File: config.mk
export PLATFORM = sky130hd
export DESIGN_NAME = ifetch_prefetch_buffer
export DESIGN_NICKNAME = d
export VERILOG_FILES = /design/src/rtl/ifetch_pkg.sv /design/src/rtl/ifetch_queue.sv /design/src/rtl/ifetch_prefetch_buffer.sv
export SDC_FILE = /design/constraint.sdc
export NUM_CORES = 1
export LEC_CHECK = 0
export BUFFER_PORTS_ARGS = -buffer_cell sky130_fd_sc_hd__buf_2
export CORE_ASPECT_RATIO = 0.75
export CORE_UTILIZATION = 30
export DETAILED_ROUTE_END_ITERATION = 8
export GPL_ROUTABILITY_DRIVEN = 0
export GPL_TIMING_DRIVEN = 0
export HOLD_SLACK_MARGIN = 0.02
export SYNTH_ARGS = -nofsm -noshare
export SYNTH_HDL_FRONTEND = slang
export SYNTH_SLANG_ARGS = --single-unit
File: constraint.sdc
create_clock -name clk -period 3.4 [get_ports clk]
set_input_delay 0.34 -clock clk [delete_from_list [all_inputs] [get_ports clk]]
set_output_delay 0.34 -clock clk [all_outputs]
set_load 0.01 [all_outputs]
File: src/rtl/ifetch_pkg.sv
// ifetch_pkg: shared types and helpers for the instruction-fetch front end.
// Used by ifetch_queue and ifetch_prefetch_buffer (optional IFETCH_BYPASS_EN).
package ifetch_pkg;

  typedef enum logic [1:0] {
    FS_WAIT,
    FS_REQ,
    FS_DROP
  } fetch_state_t;

  localparam int unsigned BYTE_BITS = 8;

  function automatic int unsigned byte_inc(
    input int unsigned data_w
  );
    return data_w / BYTE_BITS;
  endfunction

endpackage

File: src/rtl/ifetch_queue.sv
// ifetch_queue: DEPTH-entry FIFO of {pc, word} pairs for the prefetcher.
// Flush wins over push and pop; simultaneous push+pop is supported.
import ifetch_pkg::*;

module ifetch_queue #(
  parameter int ADDR_W = 32,
  parameter int DATA_W = 32,
  parameter int DEPTH  = 4
) (
  input  logic                     clk,
  input  logic                     reset,
  input  logic                     flush,
  input  logic                     push,
  input  logic [ADDR_W-1:0]        push_pc,
  input  logic [DATA_W-1:0]        push_word,
  input  logic                     pop,
  output logic                     head_valid,
  output logic [ADDR_W-1:0]        head_pc,
  output logic [DATA_W-1:0]        head_word,
  output logic [$clog2(DEPTH):0]   count
);

  localparam int PTR_W = $clog2(DEPTH);
  localparam int CNT_W = PTR_W + 1;

  logic [ADDR_W-1:0] pc_mem   [DEPTH];
  logic [DATA_W-1:0] word_mem [DEPTH];
  logic [PTR_W-1:0]  rd_ptr;
  logic [PTR_W-1:0]  wr_ptr;
  logic              pop_ok;
  logic              wr_en;

  assign head_valid = (count != '0);
  assign head_pc    = pc_mem[rd_ptr];
  assign head_word  = word_mem[rd_ptr];
  assign pop_ok     = pop && head_valid;
  assign wr_en      = push && !flush && !reset;

  always_ff @(posedge clk) begin
    if (wr_en) begin
      pc_mem[wr_ptr]   <= push_pc;
      word_mem[wr_ptr] <= push_word;
    end
  end

  always_ff @(posedge clk) begin
    if (reset || flush) begin
      rd_ptr <= '0;
      wr_ptr <= '0;
      count  <= '0;
    end else begin
      if (push) begin
        wr_ptr <= wr_ptr + PTR_W'(1);
      end
      if (pop_ok) begin
        rd_ptr <= rd_ptr + PTR_W'(1);
      end
      count <= count + CNT_W'(push) - CNT_W'(pop_ok);
    end
  end

  // The fetch FSM only issues with room; a push into a full queue is a bug.
  always_ff @(posedge clk) begin
    if (!reset && !flush) begin
      assert (!(push && !pop_ok && count == CNT_W'(DEPTH)));
    end
  end

endmodule

File: src/rtl/ifetch_prefetch_buffer.sv
// ifetch_prefetch_buffer: sequential prefetcher with redirect/flush handling.
// Define IFETCH_BYPASS_EN for a zero-latency memory-to-decode path.
import ifetch_pkg::*;

module ifetch_prefetch_buffer #(
  parameter int                ADDR_W   = 32,
  parameter int                DATA_W   = 32,
  parameter int                DEPTH    = 4,
  parameter logic [ADDR_W-1:0] RESET_PC = '0
) (
  input  logic              clk,
  input  logic              reset,
  input  logic              redirect_valid,
  input  logic [ADDR_W-1:0] redirect_pc,
  output logic              instr_valid,
  input  logic              instr_ready,
  output logic [DATA_W-1:0] instruction,
  output logic [ADDR_W-1:0] instr_pc,
  output logic [ADDR_W-1:0] memory_addr,
  output logic              memory_rden,
  input  logic [DATA_W-1:0] memory_read_val,
  input  logic              memory_response
);

  localparam int                CNT_W = $clog2(DEPTH) + 1;
  localparam logic [CNT_W-1:0]  FULL  = CNT_W'(DEPTH);
  localparam logic [ADDR_W-1:0] INC   = ADDR_W'(byte_inc(DATA_W));

  fetch_state_t      state;
  logic [ADDR_W-1:0] redir_pc;
  logic              q_valid;
  logic [ADDR_W-1:0] q_pc;
  logic [DATA_W-1:0] q_word;
  logic [CNT_W-1:0]  q_count;
  logic [CNT_W-1:0]  cnt_after;
  logic              complete;
  logic              push;
  logic              pop;
  logic              bypass_take;

  assign complete = memory_rden && memory_response;

`ifdef IFETCH_BYPASS_EN
  logic bypass;

  assign bypass = !q_valid && state == FS_REQ &&
                  memory_response && !redirect_valid;
  assign instr_valid = (q_valid || bypass) && !redirect_valid;
  assign instruction = q_valid ? q_word :
                       bypass  ? memory_read_val : '0;
  assign instr_pc    = q_valid ? q_pc :
                       bypass  ? memory_addr : '0;
  assign bypass_take = bypass && instr_ready;
`else
  assign instr_valid = q_valid && !redirect_valid;
  assign instruction = q_valid ? q_word : '0;
  assign instr_pc    = q_valid ? q_pc : '0;
  assign bypass_take = 1'b0;
`endif

  assign pop  = q_valid && instr_valid && instr_ready;
  assign push = complete && state == FS_REQ &&
                !redirect_valid && !bypass_take;
  assign cnt_after = q_count + CNT_W'(push) - CNT_W'(pop);

  ifetch_queue #(
    .ADDR_W (ADDR_W),
    .DATA_W (DATA_W),
    .DEPTH  (DEPTH)
  ) u_queue (
    .clk        (clk),
    .reset      (reset),
    .flush      (redirect_valid),
    .push       (push),
    .push_pc    (memory_addr),
    .push_word  (memory_read_val),
    .pop        (pop),
    .head_valid (q_valid),
    .head_pc    (q_pc),
    .head_word  (q_word),
    .count      (q_count)
  );

  // memory_addr doubles as the next fetch pc; during FS_DROP it must
  // hold the stale address, so the redirect target waits in redir_pc.
  always_ff @(posedge clk) begin
    if (reset) begin
      state       <= FS_WAIT;
      memory_rden <= 1'b0;
      memory_addr <= RESET_PC;
      redir_pc    <= RESET_PC;
    end else begin
      unique case (state)
        FS_WAIT: begin
          if (redirect_valid) begin
            memory_addr <= redirect_pc;
            memory_rden <= 1'b1;
            state       <= FS_REQ;
          end else if (cnt_after < FULL) begin
            memory_rden <= 1'b1;
            state       <= FS_REQ;
          end
        end
        FS_REQ: begin
          if (redirect_valid && complete) begin
            memory_addr <= redirect_pc;
          end else if (redirect_valid) begin
            redir_pc <= redirect_pc;
            state    <= FS_DROP;
          end else if (complete) begin
            memory_addr <= memory_addr + INC;
            if (cnt_after >= FULL) begin
              memory_rden <= 1'b0;
              state       <= FS_WAIT;
            end
          end
        end
        FS_DROP: begin
          if (complete) begin
            memory_addr <= redirect_valid ? redirect_pc : redir_pc;
            state       <= FS_REQ;
          end else if (redirect_valid) begin
            redir_pc <= redirect_pc;
          end
        end
        default: begin
          memory_rden <= 1'b0;
          state       <= FS_WAIT;
        end
      endcase
    end
  end

endmodule

==> key figures <==
Setup path
  • Critical-path top delay cell: or3b_2
  • CP max FO: 10
  • CP Class: flop to flop
  • CP Capture Type: flop
  • CP bufs+invs: 2
  • Critical path's top delay family: simple AND/OR/NAND/NOR gates
  • Cell mode on critical path: ha_1
  • Worst EP required: 3.81 ns
  • RR Startpoint: state[1]
  • CP arrival: 3.56 ns
  • R2R Setup Slk: 0.25 ns
  • Worst path max stage delay: 0.52 ns
  • Crit-path cells: inv_1 -> ha_1 -> clkbuf_2 -> nand3_1 -> nor2_1 -> ha_1 -> ha_1 -> or3b_2 -> nor3_1 -> xnor2_1 -> o31a_1 -> o221a_2
  • R2R cell count: 12
  • Critical path startpoint category: flop
  • R2r endpoint: state[0]

Global route
  • Number of global-route vias before repair: 9223
  • Initial antenna violation count: 2
  • Maximum number of pins on one net before global-route repair: 48
  • Grt ovf: 0
  • GRT Resource Usage Total: 0.163
  • First-pass GRT wire length: 57600 um

Run status
  • Status: finished clean

Synth
  • Most frequent cell after synthesis: edfxtp_1
  • Avg Cell Area, Syn: 14.2 sq um
  • Syn_nets: 1067
  • EDFF count, synth: 256
  • Synth area leaders: edfxtp_1, dfxtp_1, mux4_2
  • Synth area leader: edfxtp_1
  • Post-synth top cells: edfxtp_1, nand2_1, dfxtp_1
  • FF+latch count, synth: 332
  • Syn Inst Count: 985
  • Async set or reset register ratio after synthesis: 0
  • Yosys warns: 0
  • Seq/Total Area, Yosys: 0.659
  • Share of the synthesized area in the top cell type: 0.550
  • Netlist cell types: 63
  • Cell Area, Synth: 14000 sq um
  • Main flop type after synthesis: edfxtp_1

Clocking
  • CTS H-tree lvls: 2
  • Clk sinks: 332
  • Clock Root Buffer: clkbuf_16
  • Num CTS Buffers: 35
  • Clock Latency Late Sink: 0.52 ns
  • TritonCTS clock tree: done
  • Clk pin slew, worst setup/hold paths: 0.06 ns
  • Max Root-Sink Buffers: 3

Timing
  • Final hold violations: 0
  • Slew headroom: 0.403
  • Fmax: 317 MHz
  • Crit share post-route: 0.927
  • Slew Viols, Final: 0
  • Hold_ws: 0.0455 ns
  • Setup TNS: 0 ns
  • Count of final setup violators: 0
  • Worst Skew: 0.0179 ns
  • Worst Max-Slew Pin Slew: 0.896 ns
  • Min Tclk post-route: 3.15 ns
  • RSZ-0062 raised after global routing: no

Detailed routing
  • DR vias/cell: 5.12
  • Post-Route WL: 38800 um
  • Vias: 9352
  • Pre-Repair DR Iteration Count: 6
  • Remaining DRCs: 0
  • Iter 0 DRT Violations: 957
  • Routed Antenna Nets: 0
  • Drt wl/cell: 21.2 um

Worst hold path
  • Worst min path class: input pin to flop
  • Min-Delay Endpoint: u_queue.word_mem[2][21]
  • Beginning of the worst hold path: memory_read_val[21]
  • Hold Crit Depth: 1

Place
  • Port bufs: 165
  • Final HPWL DP: 25900 um

Floorplanning
  • # rows: 68
  • IO Pins: 167
  • Die H: 189 um
  • Starting Density: 0.304
  • Die area: 47500 sq um
  • Total core area: 45900 sq um
  • Die Width: 251 um

Finish
  • Layout area overhead: 20.9%
  • Filler cells: 4407
  • Share of layout cells above drive strength 1: 0.248
  • Footprint of the multi-input gates: 4450 sq um
  • Layout Nets: 1289
  • Register area: 9210 sq um
  • Final core occ: 0.368

Power
  • Total leakage power: 0.00569 uW
  • Max VDD drop: 299 uV
  • Pwr/cell area: 590 nW/um^2

Job
  • Max_cap viols: 0
-- worst max path at each step --
stage | startpoint | to | slack (ns) | depth (start not counted)
after floorplan | redirect_valid | state[0] | 0.34 | 11
after global placement | state[1] | u_queue.word_mem[1][14] | -1.31 | 5
after detailed placement | redirect_valid | state[0] | -0.34 | 12
after CTS | flop | instr_pc[11] | 0.006 | 5
after global routing | flop | instr_pc[11] | 0.008 | 4
final | state[1] | state[0] | 0.25 | 12
-- what timing repair did --
| item | in CTS | in global routing |
|---|---|---|
| endpoints found under the setup margin | 60 | 32 |
| resized for setup | 1 | 6 |
| hold endpoints to repair | 64 | 0 |
| buffers inserted | 0 | 0 |
| hold buffers | 18 | 0 |
-- worst register-to-register path, stage by stage (launching register included) --
cell and delay [ns]:
dfxtp_1 0.32, inv_1 0.10, ha_1 0.26, clkbuf_2 0.30, nand3_1 0.19, nor2_1 0.13
ha_1 0.15, ha_1 0.23, or3b_2 0.52, nor3_1 0.20, xnor2_1 0.13, o31a_1 0.26
o221a_2 0.24
-- routing by layer --
metal / part of all wire / vias to the layer above / track usage
li1: - / 4262 / -
met2: 0.45 / 377 / 0.248
met1: 0.44 / 4667 / 0.227
met3: 0.099 / 44 / 0.0478
met5: 0.00026 / - / 0
met4: 0.018 / 2 / 0.0401
-- stage by stage --
stage	instance area, sq um	std cells	power [uW]	worst slack [ns]
2_1_floorplan	14000	985	5750	0.341
4_1_cts	16900	1824	10000	0.00649
3_5_place_dp	15700	1749	6420	-0.344
3_3_place_gp	15500	1745	6390	-1.31
6_report	16900	1826	9970	0.248
5_1_grt	16900	1823	10400	0.00752
-- where the power goes --
part / leakage, uW / total, uW / switching (uW) / internal [uW]
Clock: 0.000497 / 3580 / 1540 / 2040
Sequential: 0.00295 / 4990 / 350 / 4640
Combinational: 0.00225 / 1390 / 894 / 499
Total: 0.00569 / 9970 / 2780 / 7180
-- cells in the final DEF, fill, tap and decap left out, types with 32 or more instances in the layout --
master and n:
buf_2 171, clkbuf_1 55, mux4_2 64, nor2b_1 66
dfxtp_1 76, nor2_1 43, nand2_1 112, a21oi_1 54
edfxtp_1 256, o21ai_0 32, clkbuf_16 35
-- logic make-up (layout without fill, tap and decap cells) --
| group | count (synthesis) | count (layout) | synth area share |
|---|---|---|---|
| other | 0 | 3 | 0 |
| flip-flops | 332 | 332 | 0.659 |
| AO/OA/AOI/OAI | 177 | 177 | 0.0859 |
| AND/OR/NAND/NOR | 302 | 302 | 0.108 |
| buffers and inverters | 84 | 327 | 0.0242 |
| XOR/XNOR | 9 | 9 | 0.00564 |
| multiplexers | 68 | 68 | 0.106 |
| adder cells (fa/ha/maj) | 13 | 13 | 0.0116 |
-- registers in the layout (all words and copies together), names as in the netlist, named ones only --
register / count
memory_rden: 1
u_queue.pc_mem: 128
redir_pc: 32
u_queue.count: 3
u_queue.wr_ptr: 2
state: 2
memory_addr: 32
u_queue.word_mem: 128
u_queue.rd_ptr: 2
-- final cells by class --
type / instances / share of cell area
timing repair buffer: 187 / 0.0661
sequential: 332 / 0.545
tap: 595 / 0.0441
antenna: 3 / 0.000444
inverter: 20 / 0.00444
multi-input combinational: 569 / 0.263
clock inverter: 15 / 0.00755
buffer: 62 / 0.0154
clock buffer: 43 / 0.0536
Power figures use the tool's default switching activity.
